$ cat config.mk
export PLATFORM = sky130hd
export DESIGN_NAME = pcileech_com_tx_arb_flat
export DESIGN_NICKNAME = d
export VERILOG_FILES = /design/src/rtl/pcileech_com_tx_arb_pkg.sv /design/src/rtl/pcileech_com_tx_arb_if.sv /design/src/rtl/pcileech_com_tx_arb_rr_pick.sv /design/src/rtl/pcileech_com_tx_arb.sv /design/src/flat_wrapper.sv
export SDC_FILE = /design/constraint.sdc
export NUM_CORES = 1
export LEC_CHECK = 0
export BUFFER_PORTS_ARGS = -buffer_cell sky130_fd_sc_hd__buf_2
export CORE_ASPECT_RATIO = 0.5
export CORE_UTILIZATION = 30
export DETAILED_ROUTE_END_ITERATION = 10
export PLACE_DENSITY = 0.55
export SLEW_MARGIN = 0
export SYNTH_ARGS = -nofsm -noshare
export SYNTH_HDL_FRONTEND = slang
export SYNTH_SLANG_ARGS = --single-unit
export TNS_END_PERCENT = 30
$ cat constraint.sdc
create_clock -name clk -period 2.25 [get_ports clk]
set_input_delay 0.45 -clock clk [delete_from_list [all_inputs] [get_ports clk]]
set_output_delay 0.45 -clock clk [all_outputs]
set_load 0.02 [all_outputs]
$ cat src/rtl/pcileech_com_tx_arb_pkg.sv
// ---------------------------------------------------------------------------
// pcileech_com_pkg
// Shared types and constants for the communication-core TX arbitration path.
//   COM_PAD_DW  : host-side resync/filler DWORD, discarded by the host parser
//   COM_WORD_DW : DWORDs per 256-bit com-core word
//   arb_state_t : TX arbiter FSM states
//   com_dw_t    : one 32-bit DWORD
// ---------------------------------------------------------------------------
package pcileech_com_pkg;

  localparam logic [31:0] COM_PAD_DW  = 32'h66665555;
  localparam int          COM_WORD_DW = 8;

  typedef enum logic [1:0] {
    ARB_IDLE,
    ARB_COLLECT,
    ARB_EMIT
  } arb_state_t;

  typedef logic [31:0] com_dw_t;

endpackage

$ cat src/rtl/pcileech_com_tx_arb_if.sv
// ---------------------------------------------------------------------------
// pcileech_com_tx_arb_if
// Bundles the requester side (NUM_SRC x 32-bit valid/ready/last streams) and
// the TX FIFO write side (256-bit word, write strobe, FIFO ready).
//   master : requesters + TX FIFO (drives src_*, out_ready)
//   slave  : the arbiter          (drives src_ready, out_data, out_wr_en)
// ---------------------------------------------------------------------------
interface pcileech_com_tx_arb_if #(
  parameter int NUM_SRC = 4
) ();

  logic [NUM_SRC*32-1:0] src_data;
  logic [NUM_SRC-1:0]    src_valid;
  logic [NUM_SRC-1:0]    src_last;
  logic [NUM_SRC-1:0]    src_ready;
  logic [255:0]          out_data;
  logic                  out_wr_en;
  logic                  out_ready;

  modport master (
    output src_data, src_valid, src_last, out_ready,
    input  src_ready, out_data, out_wr_en
  );

  modport slave (
    input  src_data, src_valid, src_last, out_ready,
    output src_ready, out_data, out_wr_en
  );

endinterface

$ cat src/rtl/pcileech_com_tx_arb_rr_pick.sv
// ---------------------------------------------------------------------------
// pcileech_rr_pick
// Combinational round-robin finder: returns the first requester found when
// searching upward from last_i+1, wrapping at N.
//   req_i  : request vector
//   last_i : index granted last time
//   idx_o  : selected index (0 when nothing requests)
//   any_o  : at least one request present
// ---------------------------------------------------------------------------
module pcileech_rr_pick #(
  parameter int N  = 4,
  parameter int IW = 3
) (
  input  logic [N-1:0]  req_i,
  input  logic [IW-1:0] last_i,
  output logic [IW-1:0] idx_o,
  output logic          any_o
);

  always_comb begin
    logic [IW-1:0] cand;
    logic [N-1:0]  onehot;
    idx_o  = '0;
    any_o  = 1'b0;
    cand   = '0;
    onehot = '0;
    // Offset N lands on last_i itself, so a lone requester can be re-granted.
    for (int off = 1; off <= N; off++) begin
      cand   = IW'((int'(last_i) + off) % N);
      onehot = N'(1) << cand;
      if (!any_o && ((req_i & onehot) != '0)) begin
        any_o = 1'b1;
        idx_o = cand;
      end
    end
  end

endmodule

$ cat src/rtl/pcileech_com_tx_arb.sv
// ---------------------------------------------------------------------------
// pcileech_com_tx_arb
// Shares the 256-bit com-core TX FIFO write port among NUM_SRC 32-bit packet
// requesters. Round-robin grant held for a whole packet; DWORDs are packed in
// acceptance order into 8 lanes, unused lanes filled with PAD_DW.
//   clk, rst          : clock, synchronous active-high reset
//   bus (slave)       : src_data/valid/last/ready, out_data/wr_en/ready
//   grant_idx         : currently granted source
//   busy              : FSM not idle
//   err_trunc         : one-cycle pulse when a grant is released at MAX_PKT_DW
// Optional (PCILEECH_COM_TX_ARB_STATS_EN):
//   stat_pkt_cnt      : per-source wrapping 16-bit completed-packet counters
//   stat_pad_cnt      : saturating count of PAD_DW lanes emitted
//
// state       | meaning
// ARB_IDLE    | no grant; pick next requester, takes one cycle
// ARB_COLLECT | granted source streams DWORDs into lanes
// ARB_EMIT    | padded word presented, written when out_ready
// ---------------------------------------------------------------------------
module pcileech_com_tx_arb
  import pcileech_com_pkg::*;
#(
  parameter int      NUM_SRC     = 4,
  parameter com_dw_t PAD_DW      = COM_PAD_DW,
  parameter int      MAX_PKT_DW  = 4096,
  parameter int      TIMEOUT_CYC = 64
) (
  input  logic                   clk,
  input  logic                   rst,
  pcileech_com_tx_arb_if.slave   bus,
  output logic [2:0]             grant_idx,
  output logic                   busy,
  output logic                   err_trunc
`ifdef PCILEECH_COM_TX_ARB_STATS_EN
  ,
  output logic [NUM_SRC*16-1:0]  stat_pkt_cnt,
  output logic [31:0]            stat_pad_cnt
`endif
);

  localparam int IDLE_W = $clog2(TIMEOUT_CYC + 1);

  arb_state_t                        state_q, state_d;
  logic [2:0]                        grant_q, grant_d;
  logic [2:0]                        last_grant_q, last_grant_d;
  // bit 3 is the full flag: all eight lanes written
  logic [3:0]                        dw_cnt_q, dw_cnt_d;
  logic [12:0]                       pkt_cnt_q, pkt_cnt_d;
  logic [IDLE_W-1:0]                 idle_cnt_q, idle_cnt_d;
  logic                              pkt_end_q, pkt_end_d;
  logic                              err_trunc_q, err_trunc_d;
  logic [COM_WORD_DW-1:0][31:0]      lanes_q, lanes_d;

  logic [COM_WORD_DW-1:0][31:0]      pad_word;
  logic [NUM_SRC*32-1:0]             src_shift;
  com_dw_t                           sel_data;
  logic                              sel_valid;
  logic                              sel_last;
  logic [2:0]                        pick_idx;
  logic                              pick_any;

  pcileech_rr_pick #(
    .N  (NUM_SRC),
    .IW (3)
  ) u_pick (
    .req_i  (bus.src_valid),
    .last_i (last_grant_q),
    .idx_o  (pick_idx),
    .any_o  (pick_any)
  );

  assign src_shift = bus.src_data >> {grant_q, 5'd0};
  assign sel_data  = src_shift[31:0];
  assign sel_valid = |(bus.src_valid & (NUM_SRC'(1) << grant_q));
  assign sel_last  = |(bus.src_last  & (NUM_SRC'(1) << grant_q));

  always_comb begin
    for (int k = 0; k < COM_WORD_DW; k++) begin
      pad_word[k] = (4'(k) < dw_cnt_q) ? lanes_q[k] : PAD_DW;
    end
  end

  always_comb begin
    state_d       = state_q;
    grant_d       = grant_q;
    last_grant_d  = last_grant_q;
    dw_cnt_d      = dw_cnt_q;
    pkt_cnt_d     = pkt_cnt_q;
    idle_cnt_d    = idle_cnt_q;
    pkt_end_d     = pkt_end_q;
    err_trunc_d   = 1'b0;
    lanes_d       = lanes_q;
    bus.src_ready = '0;
    bus.out_wr_en = 1'b0;
    bus.out_data  = '0;

    unique case (state_q)
      ARB_IDLE: begin
        if (pick_any) begin
          grant_d    = pick_idx;
          dw_cnt_d   = '0;
          pkt_cnt_d  = '0;
          idle_cnt_d = '0;
          pkt_end_d  = 1'b0;
          state_d    = ARB_COLLECT;
        end
      end

      ARB_COLLECT: begin
        bus.src_ready = NUM_SRC'(1) << grant_q;
        if (sel_valid) begin
          lanes_d[dw_cnt_q[2:0]] = sel_data;
          dw_cnt_d   = dw_cnt_q + 4'd1;
          pkt_cnt_d  = pkt_cnt_q + 13'd1;
          idle_cnt_d = '0;
          if (sel_last) begin
            pkt_end_d = 1'b1;
            state_d   = ARB_EMIT;
          end else if (pkt_cnt_d == 13'(MAX_PKT_DW)) begin
            pkt_end_d   = 1'b1;
            err_trunc_d = 1'b1;
            state_d     = ARB_EMIT;
          end else if (dw_cnt_d[3]) begin
            state_d = ARB_EMIT;
          end
        end else begin
          // Saturate so an empty word never flushes and the counter never wraps.
          if (idle_cnt_q != IDLE_W'(TIMEOUT_CYC)) begin
            idle_cnt_d = idle_cnt_q + IDLE_W'(1);
          end
          if ((idle_cnt_d == IDLE_W'(TIMEOUT_CYC)) && (dw_cnt_q != 4'd0)) begin
            state_d = ARB_EMIT;
          end
        end
      end

      ARB_EMIT: begin
        bus.out_data  = pad_word;
        bus.out_wr_en = bus.out_ready;
        if (bus.out_ready) begin
          if (pkt_end_q) begin
            last_grant_d = grant_q;
            state_d      = ARB_IDLE;
          end else begin
            dw_cnt_d   = '0;
            idle_cnt_d = '0;
            state_d    = ARB_COLLECT;
          end
        end
      end

      default: state_d = ARB_IDLE;
    endcase

    // A reset cycle must neither accept a DWORD nor write a partial word.
    if (rst) begin
      bus.src_ready = '0;
      bus.out_wr_en = 1'b0;
    end
  end

  always_ff @(posedge clk) begin
    if (rst) begin
      state_q      <= ARB_IDLE;
      grant_q      <= '0;
      last_grant_q <= 3'(NUM_SRC - 1);
      dw_cnt_q     <= '0;
      pkt_cnt_q    <= '0;
      idle_cnt_q   <= '0;
      pkt_end_q    <= 1'b0;
      err_trunc_q  <= 1'b0;
      lanes_q      <= '0;
    end else begin
      state_q      <= state_d;
      grant_q      <= grant_d;
      last_grant_q <= last_grant_d;
      dw_cnt_q     <= dw_cnt_d;
      pkt_cnt_q    <= pkt_cnt_d;
      idle_cnt_q   <= idle_cnt_d;
      pkt_end_q    <= pkt_end_d;
      err_trunc_q  <= err_trunc_d;
      lanes_q      <= lanes_d;
    end
  end

  assign grant_idx = grant_q;
  assign busy      = (state_q != ARB_IDLE);
  assign err_trunc = err_trunc_q;

`ifdef PCILEECH_COM_TX_ARB_STATS_EN
  logic [NUM_SRC-1:0][15:0] stat_pkt_q;
  logic [31:0]              stat_pad_q;
  logic [32:0]              pad_sum;

  assign pad_sum = {1'b0, stat_pad_q} + 33'(4'd8 - dw_cnt_q);

  always_ff @(posedge clk) begin
    if (rst) begin
      stat_pkt_q <= '0;
      stat_pad_q <= '0;
    end else if (bus.out_wr_en) begin
      stat_pad_q <= pad_sum[32] ? 32'hFFFF_FFFF : pad_sum[31:0];
      for (int i = 0; i < NUM_SRC; i++) begin
        if (pkt_end_q && (grant_q == 3'(i))) begin
          stat_pkt_q[i] <= stat_pkt_q[i] + 16'd1;
        end
      end
    end
  end

  assign stat_pkt_cnt = stat_pkt_q;
  assign stat_pad_cnt = stat_pad_q;
`endif

endmodule
$ cat src/flat_wrapper.sv
// flat-port wrapper written by rule: the top's interface ports become plain ports
module pcileech_com_tx_arb_flat import pcileech_com_pkg::*;
#(
  parameter int      NUM_SRC     = 4,
  parameter com_dw_t PAD_DW      = COM_PAD_DW,
  parameter int      MAX_PKT_DW  = 4096,
  parameter int      TIMEOUT_CYC = 64
)
  (clk, rst, grant_idx, busy, err_trunc, bus_src_data, bus_src_valid, bus_src_last, bus_out_ready, bus_src_ready, bus_out_data, bus_out_wr_en);
  pcileech_com_tx_arb_if #(.NUM_SRC(NUM_SRC)) bus_i ();
  input  logic clk;
  input  logic rst;
  output logic [2:0] grant_idx;
  output logic busy;
  output logic err_trunc;
  input wire logic [$bits(bus_i.src_data)-1:0] bus_src_data;
  input wire logic [$bits(bus_i.src_valid)-1:0] bus_src_valid;
  input wire logic [$bits(bus_i.src_last)-1:0] bus_src_last;
  input wire logic [$bits(bus_i.out_ready)-1:0] bus_out_ready;
  output wire logic [$bits(bus_i.src_ready)-1:0] bus_src_ready;
  output wire logic [$bits(bus_i.out_data)-1:0] bus_out_data;
  output wire logic [$bits(bus_i.out_wr_en)-1:0] bus_out_wr_en;
  assign bus_i.src_data = bus_src_data;
  assign bus_i.src_valid = bus_src_valid;
  assign bus_i.src_last = bus_src_last;
  assign bus_i.out_ready = bus_out_ready;
  assign bus_src_ready = bus_i.src_ready;
  assign bus_out_data = bus_i.out_data;
  assign bus_out_wr_en = bus_i.out_wr_en;
  pcileech_com_tx_arb #(.NUM_SRC(NUM_SRC), .PAD_DW(PAD_DW), .MAX_PKT_DW(MAX_PKT_DW), .TIMEOUT_CYC(TIMEOUT_CYC)) u_core (.clk(clk), .rst(rst), .bus(bus_i), .grant_idx(grant_idx), .busy(busy), .err_trunc(err_trunc));
endmodule
==> results_dict.tcl, run 1 <==
set metrics [dict create \
    status "complete, but fails checks" \
    violations "setup timing" \
    drive_gt1_share_pct 35.1 \
    io_buffers 403 \
    synth_seq_cells 288 \
    core_area_mm2 0.0455 \
    setup_slack_ns -0.233 \
    worst_setup_path_start_kind "flip-flop" \
    path_buf_inv 3 \
    irDropWorstVdd_v 0.000564 \
    nNetsFinal 2481 \
    n_fill_cell 4511 \
    fp.dieH_um 154 \
    slowest_delay_ns 0.33 \
    hold_class "in2reg" \
    finalClockSkew_ns 0.0139 \
    syn2layout_area_growth_pct 46.9 \
    vias 14900 \
    slowest_stage "dfxtp_2" \
    rsz0062_at_grt "true" \
    max_freq_mhz 403 \
    layout_commonest_cell "nand2_1" \
    initial_utilization_pct 30.6 \
    worstPathCellList "buf_6 -> ha_4 -> nor3_4 -> nor2_1 -> buf_4 -> and2_1 -> buf_2" \
    grt_max_degree 174 \
    syn_avg_cell_area_um2 7.34 \
    dieArea_mm2 0.0473 \
    synthCells 1894 \
    p_leak_nw 8.54 \
    synth_edf_count 0 \
    grt_first_pass_wirelength_mm 84.8 \
    place_congestion 0.831 \
    ys.flop_type "dfxtp_1" \
    pin_count 405 \
    via_per_inst 4.99 \
    dpl-instance-area_mm2 0.0172 \
    max_slew.worst_pin.slew_ns 0.958 \
    synth.net_count 2045 \
    yosys.cell_types.count 59 \
    dr.pass1.iters 5 \
    n_antenna_cell 0 \
    final_cell_mix "nand2_1 (538), a21oi_1 (295), dfxtp_1 (278)" \
    power_density_mw_per_mm2 677 \
    wl_per_cell_um 20.0 \
    fin_crit_sh_pct 110 \
    final-setup-viol-count 277 \
    async_reset_ff_share_pct 0 \
    clkSlewWorstSetupHoldPaths_ns 0.07 \
    yosysWarnings 0 \
    drt_first_iter_violations 1279 \
    rrSetupSlack_ns -0.10 \
    cp_max_fo 10 \
    cap_violations 0 \
    cp.arrival_ns 2.03 \
    cts_buffers 29 \
    holdWs_ns 0.195 \
    clock_latency_ns 0.58 \
    row_count 55 \
    antenna_found_initial 0 \
    worstPathRequired_ns 1.80 \
    hpwl_mm 38.3 \
    ys_seq_area_share_pct 41.5 \
    fin_util_pct 44.9 \
    netlist_area_mm2 0.0139 \
    wirelength_mm 59.5 \
    drtAntennaViolNets 0 \
    gr-total-overflow 0 \
    cts_max_path_buffers 3 \
    drc 0 \
    hold_viol 0 \
    cts-root-buf "clkbuf_16" \
    slew_headroom_pct 36.1 \
    grt_pass1_vias 13500 \
    numClockSinks 288 \
    grt_usage_pct 23.5 \
    pre_cts_ws_ns -0.195 \
    cts_htree_levels 1 \
    power_mw 13.8 \
    path_delay_family "simple AND/OR/NAND/NOR gates" \
    end_kind "output port" \
    min_period_ns 2.48 \
    design_area_mm2 0.0204 \
    path_class "reg2out" \
    slew_violations 0 \
    die_w_um 306 \
    cts_tree "done" \
]
## path summary, 6_finish.rpt
kind                           from                   end  depth (start not counted)
max              u_core.dw_cnt_q[1]      bus_out_data[84]                          7
min reg2reg     u_core.lanes_q[116]   u_core.lanes_q[116]                          2
max reg2reg  u_core.last_grant_q[0]  u_core.pkt_cnt_q[12]                         10
min                             rst    u_core.lanes_q[10]                          2
## through the flow
stage / TNS, ns / cells
floorplan: -1.49 / 1894
global placement: -3.23 / 2881
detailed placement: -7.30 / 2881
CTS: -35.74 / 2959
global route: -50.42 / 2979
finish: -29.75 / 2979
## report_power, final
group | leakage (nW) | internal (mW) | total, mW | switching, mW
combinational | 5.72 | 1.18 | 3.41 | 2.24
sequential | 2.33 | 5.18 | 5.25 | 0.0682
clock | 0.495 | 2.99 | 5.17 | 2.18
## cells by family (layout without fill, tap and decap cells)
| kind of cell | count (synthesis) | in the layout | share of synthesized area [%] |
|---|---|---|---|
| compound gates | 359 | 360 | 14.0 |
| xor+xnor | 10 | 10 | 0.630 |
| fa+ha+maj | 12 | 12 | 1.08 |
| buf+inv | 175 | 632 | 5.55 |
| flops | 288 | 288 | 41.5 |
| mux | 37 | 37 | 5.72 |
| other cells | 1 | 1 | 0.0270 |
| simple gates | 1012 | 1012 | 31.5 |
## worst register-to-register path, stage by stage, from the launching register on
cell	delay [ns]
dfxtp_2	0.35
inv_1	0.06
ha_2	0.22
a22oi_1	0.26
nand2_1	0.12
or4_4	0.53
buf_8	0.16
a21oi_4	0.20
buf_12	0.17
a21oi_2	0.03
a211oi_1	0.19
## routing by layer
layer / routed length [um] / vias to the layer above / global-route usage [%] / part of all wire, %
met3: 2700 / 82 / 2.37 / 4.5
met5: 0 / - / 0 / 0
met4: 1570 / 0 / 6.62 / 2.6
li1: - / 7070 / - / -
met1: 25300 / 7285 / 31.0 / 42
met2: 30000 / 417 / 40.9 / 50
## synth_stat cells, types with 5 or more instances
cell / instances / area share (%)
a21oi_1: 301 / 11
dfxtp_1: 288 / 41
buf_2: 56 / 2.0
nor2_1: 263 / 7.1
a31oi_1: 7 / 0.31
inv_1: 27 / 0.73
xnor2_1: 6 / 0.38
buf_1: 6 / 0.16
nand3b_1: 8 / 0.43
and2_1: 116 / 5.2
mux4_2: 34 / 5.5
a22oi_1: 9 / 0.49
o21ai_0: 18 / 0.65
clkbuf_1: 77 / 2.1
or3_1: 5 / 0.22
nand2_1: 539 / 15
a211oi_1: 5 / 0.27
ha_1: 12 / 1.1
nand3_1: 10 / 0.36
and3_1: 27 / 1.2
nor3_1: 10 / 0.36
## cell type report
type	count	area (um^2)	area share [%]
repair buffers	551	4590	22.5
clock inverters	9	135	0.662
flip-flops and latches	288	5780	28.3
well taps	627	785	3.84
clock buffers	44	862	4.22
inverters	28	109	0.533
multi-input cells	1432	8170	40.0
## flip-flops by register name (all words and copies together) (netlist names)
name and count:
u_core.idle_cnt_q 7, u_core.grant_idx 2, u_core.last_grant_q 2, u_core.pkt_end_q 1, u_core.state_q 2, u_core.dw_cnt_q 4, u_core.lanes_q 256, u_core.err_trunc 1
u_core.pkt_cnt_q 13
## what timing repair did
item,CTS,global route
hold endpoints to repair,0,0
resized for setup,180,347
gates cloned,6,7
endpoints found under the setup margin,288,321
pin swaps,19,101
setup buffers,19,13
hold buffers,0,0
(Power assumes the default switching activity.)
==> run 2: changes to the inputs <==
--- a/config.mk
+++ b/config.mk
@@ -6,10 +6,13 @@
 export NUM_CORES = 1
 export LEC_CHECK = 0
 export BUFFER_PORTS_ARGS = -buffer_cell sky130_fd_sc_hd__buf_2
+export CELL_PAD_IN_SITES_DETAIL_PLACEMENT = 0
+export CELL_PAD_IN_SITES_GLOBAL_PLACEMENT = 1
 export CORE_ASPECT_RATIO = 0.5
 export CORE_UTILIZATION = 30
 export DETAILED_ROUTE_END_ITERATION = 10
-export PLACE_DENSITY = 0.55
+export PLACE_DENSITY = 0.72
+export SETUP_SLACK_MARGIN = 0.05
 export SLEW_MARGIN = 0
 export SYNTH_ARGS = -nofsm -noshare
 export SYNTH_HDL_FRONTEND = slang
==> results_dict.tcl, run 2 (synthesis results as in run 1) <==
set metrics [dict create \
    wl_per_cell_um 20.1 \
    largest_register_ffs 256 \
    hold_viol 0 \
    p_sw_mw 4.44 \
    rrSetupSlack_ns -0.09 \
    cts_buffers 28 \
    fp.dieH_um 154 \
    status "complete, but fails checks" \
    cts_max_path_buffers 3 \
    r2r_cells 12 \
    power_density_mw_per_mm2 662 \
    cts_tree "done" \
    violations "setup timing" \
    hold_class "in2reg" \
    core_area_mm2 0.0455 \
    holdWs_ns 0.278 \
    wirelength_mm 59.8 \
    reg2reg_from "u_core.last_grant_q[0]" \
    path_class "reg2out" \
    antenna_found_initial 4 \
    irDropWorstVdd_v 0.000535 \
    p_clk_share_pct 34.5 \
    n_antenna_cell 0 \
    multi_input_area_mm2 0.00812 \
    setup_tns_ns -23.89 \
    seqPwrFrac_pct 39.1 \
    fin_crit_sh_pct 111 \
    max_freq_mhz 401 \
    drtAntennaViolNets 0 \
    grt_usage_pct 24.0 \
    slew_headroom_pct 60.4 \
    reg2reg_to "u_core.idle_cnt_q[1]" \
    cp-endpoint "bus_out_data[155]" \
    worstPathRequired_ns 1.80 \
    row_count 55 \
    gr-total-overflow 0 \
    final-setup-viol-count 232 \
    grt_max_degree 76 \
    regArea_mm2 0.00579 \
    via_per_inst 4.94 \
    intPower_mw 8.97 \
    syn2layout_area_growth_pct 45.7 \
    startpoint "u_core.dw_cnt_q[1]" \
    cts-root-buf "clkbuf_16" \
    die_w_um 306 \
    grt_first_pass_wirelength_mm 85.9 \
    dieArea_mm2 0.0473 \
    layout_commonest_cell "nand2_1" \
    io_buffers 403 \
    end_kind "output port" \
    n_fill_cell 4593 \
    combinationalPowerShare_pct 26.4 \
    pin_count 405 \
    min_path_cells 2 \
    min_period_ns 2.49 \
    clkSlewWorstSetupHoldPaths_ns 0.07 \
    hpwl_mm 39.4 \
    initial_utilization_pct 30.6 \
    sw_frac_of_total_pct 33.1 \
    clock_latency_ns 0.58 \
    finalClockSkew_ns 0.0305 \
    nNetsFinal 2476 \
    drt_first_iter_violations 1300 \
    reg.largest.list "u_core.lanes_q x256, u_core.pkt_cnt_q x13, u_core.idle_cnt_q x7" \
    cap_violations 0 \
    drive_gt1_share_pct 34.1 \
    final_cell_mix "nand2_1 (538), a21oi_1 (292), dfxtp_1 (278)" \
    pre_cts_ws_ns -0.160 \
    p_leak_nw 8.43 \
    max_slew.worst_pin.slew_ns 0.590 \
    drc 0 \
    vias 14700 \
    numClockSinks 288 \
    cp.arrival_ns 2.04 \
    setup_slack_ns -0.243 \
    regMostFlops "u_core.lanes_q" \
    dr.pass1.iters 5 \
    cts_htree_levels 1 \
    place_congestion 0.856 \
    slew_violations 0 \
    rsz0062_at_grt "true" \
    grt_pass1_vias 13300 \
    worst_setup_path_start_kind "flip-flop" \
    cp_max_fo 8 \
]
[run 2: changes by cell type in the layout (fill, tap and decap cells not counted), moves of 4 or more]
cell and change:
buf_6 -20, clkbuf_16 -5, buf_2 -29, buf_4 +42
and2_1 +18, nor2_1 +7, nor2_4 -10, a21oi_4 +4
buf_12 +11, and2_4 -18
[run 2: repair_timing]
item | in CTS | in global routing
pin swaps | 16 | 83
endpoints found under the setup margin | 285 | 301
cloned | 3 | 2
buffers inserted | 9 | 22
hold buffers | 0 | 0
resized for setup | 207 | 297
[run 2: worst min path at each step]
| stage | end | slack, ns | start |
|---|---|---|---|
| 2_1_floorplan | u_core.lanes_q[13] | 0.43 | u_core.lanes_q[13] |
| 3_3_place_gp | u_core.lanes_q[252] | 0.44 | u_core.lanes_q[252] |
| 3_5_place_dp | u_core.lanes_q[87] | 0.44 | u_core.lanes_q[87] |
| 4_1_cts | u_core.lanes_q[2] | 0.26 | rst |
| 5_1_grt | u_core.pkt_cnt_q[12] | 0.28 | rst |
| 6_report | u_core.pkt_cnt_q[12] | 0.28 | rst |
[run 2: worst max-delay path, cell delays in order, from the launching register on]
cell and delay [ns]:
dfxtp_4 0.40, clkinv_4 0.07, ha_4 0.16, inv_4 0.07, a21oi_4 0.08, buf_12 0.15
nor2_4 0.12, buf_6 0.16, and2_4 0.15, buf_6 0.11
[run 2: routing by layer]
| metal | wire length (um) | track usage, % | vias to the layer above |
|---|---|---|---|
| met4 | 2150 | 8.00 | 4 |
| met3 | 3350 | 4.44 | 104 |
| met1 | 25700 | 31.7 | 7120 |
| li1 | - | - | 7049 |
| met5 | 19 | 0 | - |
| met2 | 28500 | 39.4 | 385 |
[run 2: layout make-up]
| class | count | area share (%) |
|---|---|---|
| clock buffers | 41 | 3.99 |
| clock inverters | 7 | 0.296 |
| repair buffers | 548 | 22.7 |
| well taps | 627 | 3.87 |
| flip-flops and latches | 288 | 28.6 |
| inverters | 28 | 0.556 |
| multi-input cells | 1431 | 40.1 |
[run 2: metrics by stage]
| stage | power (mW) | cells | instance area [um^2] | util, % |
|---|---|---|---|---|
| floorplan | 6.79 | 1894 | 13900 | - |
| global placement | 8.48 | 2886 | 17500 | 38.4 |
| detailed placement | 8.48 | 2886 | 17500 | 38.4 |
| CTS | 13.2 | 2946 | 19100 | 42.0 |
| global route | 13.9 | 2970 | 20300 | 44.5 |
| finish | 13.4 | 2970 | 20300 | 44.5 |
[run 2: power by group through the flow]
| stage | clock network (mW) | logic [mW] | registers, mW |
|---|---|---|---|
| final | 4.63 | 3.55 | 5.24 |
| after CTS | 4.70 | 3.31 | 5.24 |
| after global placement | 0 | 3.12 | 5.35 |
| after global routing | 4.92 | 3.68 | 5.25 |
| after detailed placement | 0 | 3.13 | 5.35 |
| after floorplan | 0 | 1.45 | 5.35 |
==> run 3: changes to the inputs <==
--- a/config.mk
+++ b/config.mk
@@ -6,13 +6,15 @@
 export NUM_CORES = 1
 export LEC_CHECK = 0
 export BUFFER_PORTS_ARGS = -buffer_cell sky130_fd_sc_hd__buf_2
+export CAP_MARGIN = 0
 export CELL_PAD_IN_SITES_DETAIL_PLACEMENT = 0
 export CELL_PAD_IN_SITES_GLOBAL_PLACEMENT = 1
 export CORE_ASPECT_RATIO = 0.5
 export CORE_UTILIZATION = 30
 export DETAILED_ROUTE_END_ITERATION = 10
+export GPL_ROUTABILITY_DRIVEN = 0
 export PLACE_DENSITY = 0.72
-export SETUP_SLACK_MARGIN = 0.05
+export SETUP_SLACK_MARGIN = 0.4
 export SLEW_MARGIN = 0
 export SYNTH_ARGS = -nofsm -noshare
 export SYNTH_HDL_FRONTEND = slang
==> results_dict.tcl, run 3 (synthesis results as in run 1) <==
set metrics [dict create \
    via_per_inst 4.93 \
    core_area_mm2 0.0455 \
    hold_class "in2reg" \
    reg2reg_from "u_core.grant_idx[0]" \
    slew_violations 0 \
    drtAntennaViolNets 0 \
    cts_buffers 29 \
    syn2layout_area_growth_pct 52.0 \
    setup_tns_ns -45.05 \
    p_leak_nw 8.64 \
    stdcell_count 2986 \
    final-setup-viol-count 286 \
    cp.arrival_ns 2.08 \
    die_w_um 306 \
    numClockSinks 288 \
    nNetsFinal 2489 \
    violations "setup timing" \
    reg.largest.list "u_core.lanes_q x256, u_core.pkt_cnt_q x13, u_core.idle_cnt_q x7" \
    worstPathCellList "clkinv_8 -> ha_4 -> inv_4 -> a21oi_4 -> buf_12 -> nor2_4 -> buf_6 -> and2_2 -> buf_4" \
    hold_viol 0 \
    rsz0062_at_grt "true" \
    fp.dieH_um 154 \
    pre_cts_ws_ns -0.192 \
    layout_commonest_cell "nand2_1" \
    cts_tree "done" \
    cts_max_path_buffers 3 \
    drt_first_iter_violations 1299 \
    row_count 55 \
    wl_per_cell_um 20.3 \
    cap_violations 0 \
    max_freq_mhz 396 \
    r2r_cells 6 \
    drive_gt1_share_pct 37.6 \
    wirelength_mm 60.6 \
    end_kind "output port" \
    drc 0 \
    final_cell_mix "nand2_1 (537), a21oi_1 (289), dfxtp_1 (278)" \
    slowest_delay_ns 0.40 \
    pin_count 405 \
    grt_first_pass_wirelength_mm 86.8 \
    grt_max_degree 140 \
    power_density_mw_per_mm2 645 \
    fin_crit_sh_pct 112 \
    max_slew.worst_pin.slew_ns 1.13 \
    hpwl_mm 38.9 \
    holdWs_ns 0.158 \
    dr.pass1.iters 5 \
    n_fill_cell 4488 \
    cp_max_fo 8 \
    largest_register_ffs 256 \
    dp.cells 2878 \
    worst_setup_path_start_kind "flip-flop" \
    clock_latency_ns 0.59 \
    setup_slack_ns -0.277 \
    grt_usage_pct 24.1 \
    io_buffers 403 \
    slew_headroom_pct 24.4 \
    reg2reg_to "u_core.lanes_q[93]" \
    path_class "reg2out" \
    status "complete, but fails checks" \
    gr-total-overflow 0 \
    cts-root-buf "clkbuf_16" \
    worstPathRequired_ns 1.80 \
    hp-start "rst" \
    finalClockSkew_ns 0.0214 \
    clkSlewWorstSetupHoldPaths_ns 0.07 \
    vias 14700 \
    dieArea_mm2 0.0473 \
    min_period_ns 2.53 \
    cts_htree_levels 1 \
    holdPathEnd "u_core.pkt_cnt_q[5]" \
    slowest_stage "dfxtp_4" \
    grt_pass1_vias 13700 \
    initial_utilization_pct 30.6 \
    antenna_found_initial 3 \
    regMostFlops "u_core.lanes_q" \
    min_path_cells 2 \
    rrSetupSlack_ns -0.10 \
    irDropWorstVdd_v 0.000567 \
]
run 3: cell types whose count changed in the layout (fill, tap and decap cells not counted), moves of 11 or more:
| cell | change |
|---|---|
| nor2_2 | +12 |
| nor2_1 | -53 |
| and2_4 | +23 |
| buf_12 | -14 |
| buf_2 | -28 |
| o21ai_2 | -11 |
| nor2_4 | +41 |
| and2_1 | -30 |
| o21ai_1 | +11 |
| buf_4 | -28 |
| buf_6 | +69 |
run 3: timing repair:
action / in CTS / in global routing
hold buffers: 0 / 0
gates resized for setup: 399 / 220
cloned: 13 / 7
endpoints found under the setup margin: 550 / 550
setup buffers: 26 / 10
pin swaps: 50 / 48
run 3: area by class of cell:
cell class / instances / area (um^2) / share of cell area (%)
tap: 627 / 785 / 3.71
inverter: 28 / 125 / 0.592
clock inverter: 6 / 48.8 / 0.231
antenna: 2 / 5.00 / 0.0237
clock buffer: 44 / 842 / 3.98
timing repair buffer: 559 / 5000 / 23.6
multi-input combinational: 1432 / 8540 / 40.4
sequential: 288 / 5800 / 27.4
run 3: layer usage:
metal | wire length, um | global-route usage [%] | vias up | share of wire (%)
met5 | 0 | 0 | - | 0
met4 | 2160 | 9.67 | 0 | 3.6
met3 | 3170 | 3.95 | 103 | 5.2
met2 | 30300 | 41.3 | 414 | 50
met1 | 24900 | 30.2 | 7124 | 41
li1 | - | - | 7086 | -
run 3: worst max path at each step:
stage | startpoint | end | slack, ns | cells after the start
3_3_place_gp | bus_src_valid[3] | u_core.lanes_q[65] | -0.17 | 7
3_5_place_dp | bus_src_valid[3] | u_core.lanes_q[79] | -0.19 | 7
6_report | u_core.dw_cnt_q[1] | bus_out_data[144] | -0.28 | 9
2_1_floorplan | u_core.pkt_cnt_q[0] | u_core.state_q[0] | 0.19 | 7
4_1_cts | u_core.dw_cnt_q[1] | bus_out_data[91] | -0.26 | 7
5_1_grt | u_core.dw_cnt_q[1] | bus_out_data[152] | -0.35 | 9
run 3: worst max-delay path: cells and delay by family, from the launching register on:
| kind | cells | cell delay (ns) |
|---|---|---|
| and+or+nand+nor | 2 | 0.31 |
| adders and majority gates | 1 | 0.15 |
| AOI/OAI and AO/OA | 1 | 0.06 |
| buffers and inverters | 5 | 0.57 |
| DFF | 1 | 0.40 |
run 3: through the flow:
step | area [um^2] | utilization [%] | power [mW]
after floorplan | 14500 | - | 6.93
after global placement | 17600 | 38.7 | 8.31
after detailed placement | 17600 | 38.7 | 8.32
after CTS | 20200 | 44.5 | 13.5
after global routing | 21100 | 46.5 | 14.1
final | 21100 | 46.5 | 13.6
run 3: where the power goes:
group | internal (mW) | total (mW) | switching, mW
combinational | 1.38 | 3.65 | 2.27
sequential | 5.18 | 5.24 | 0.0644
clock | 2.58 | 4.73 | 2.15
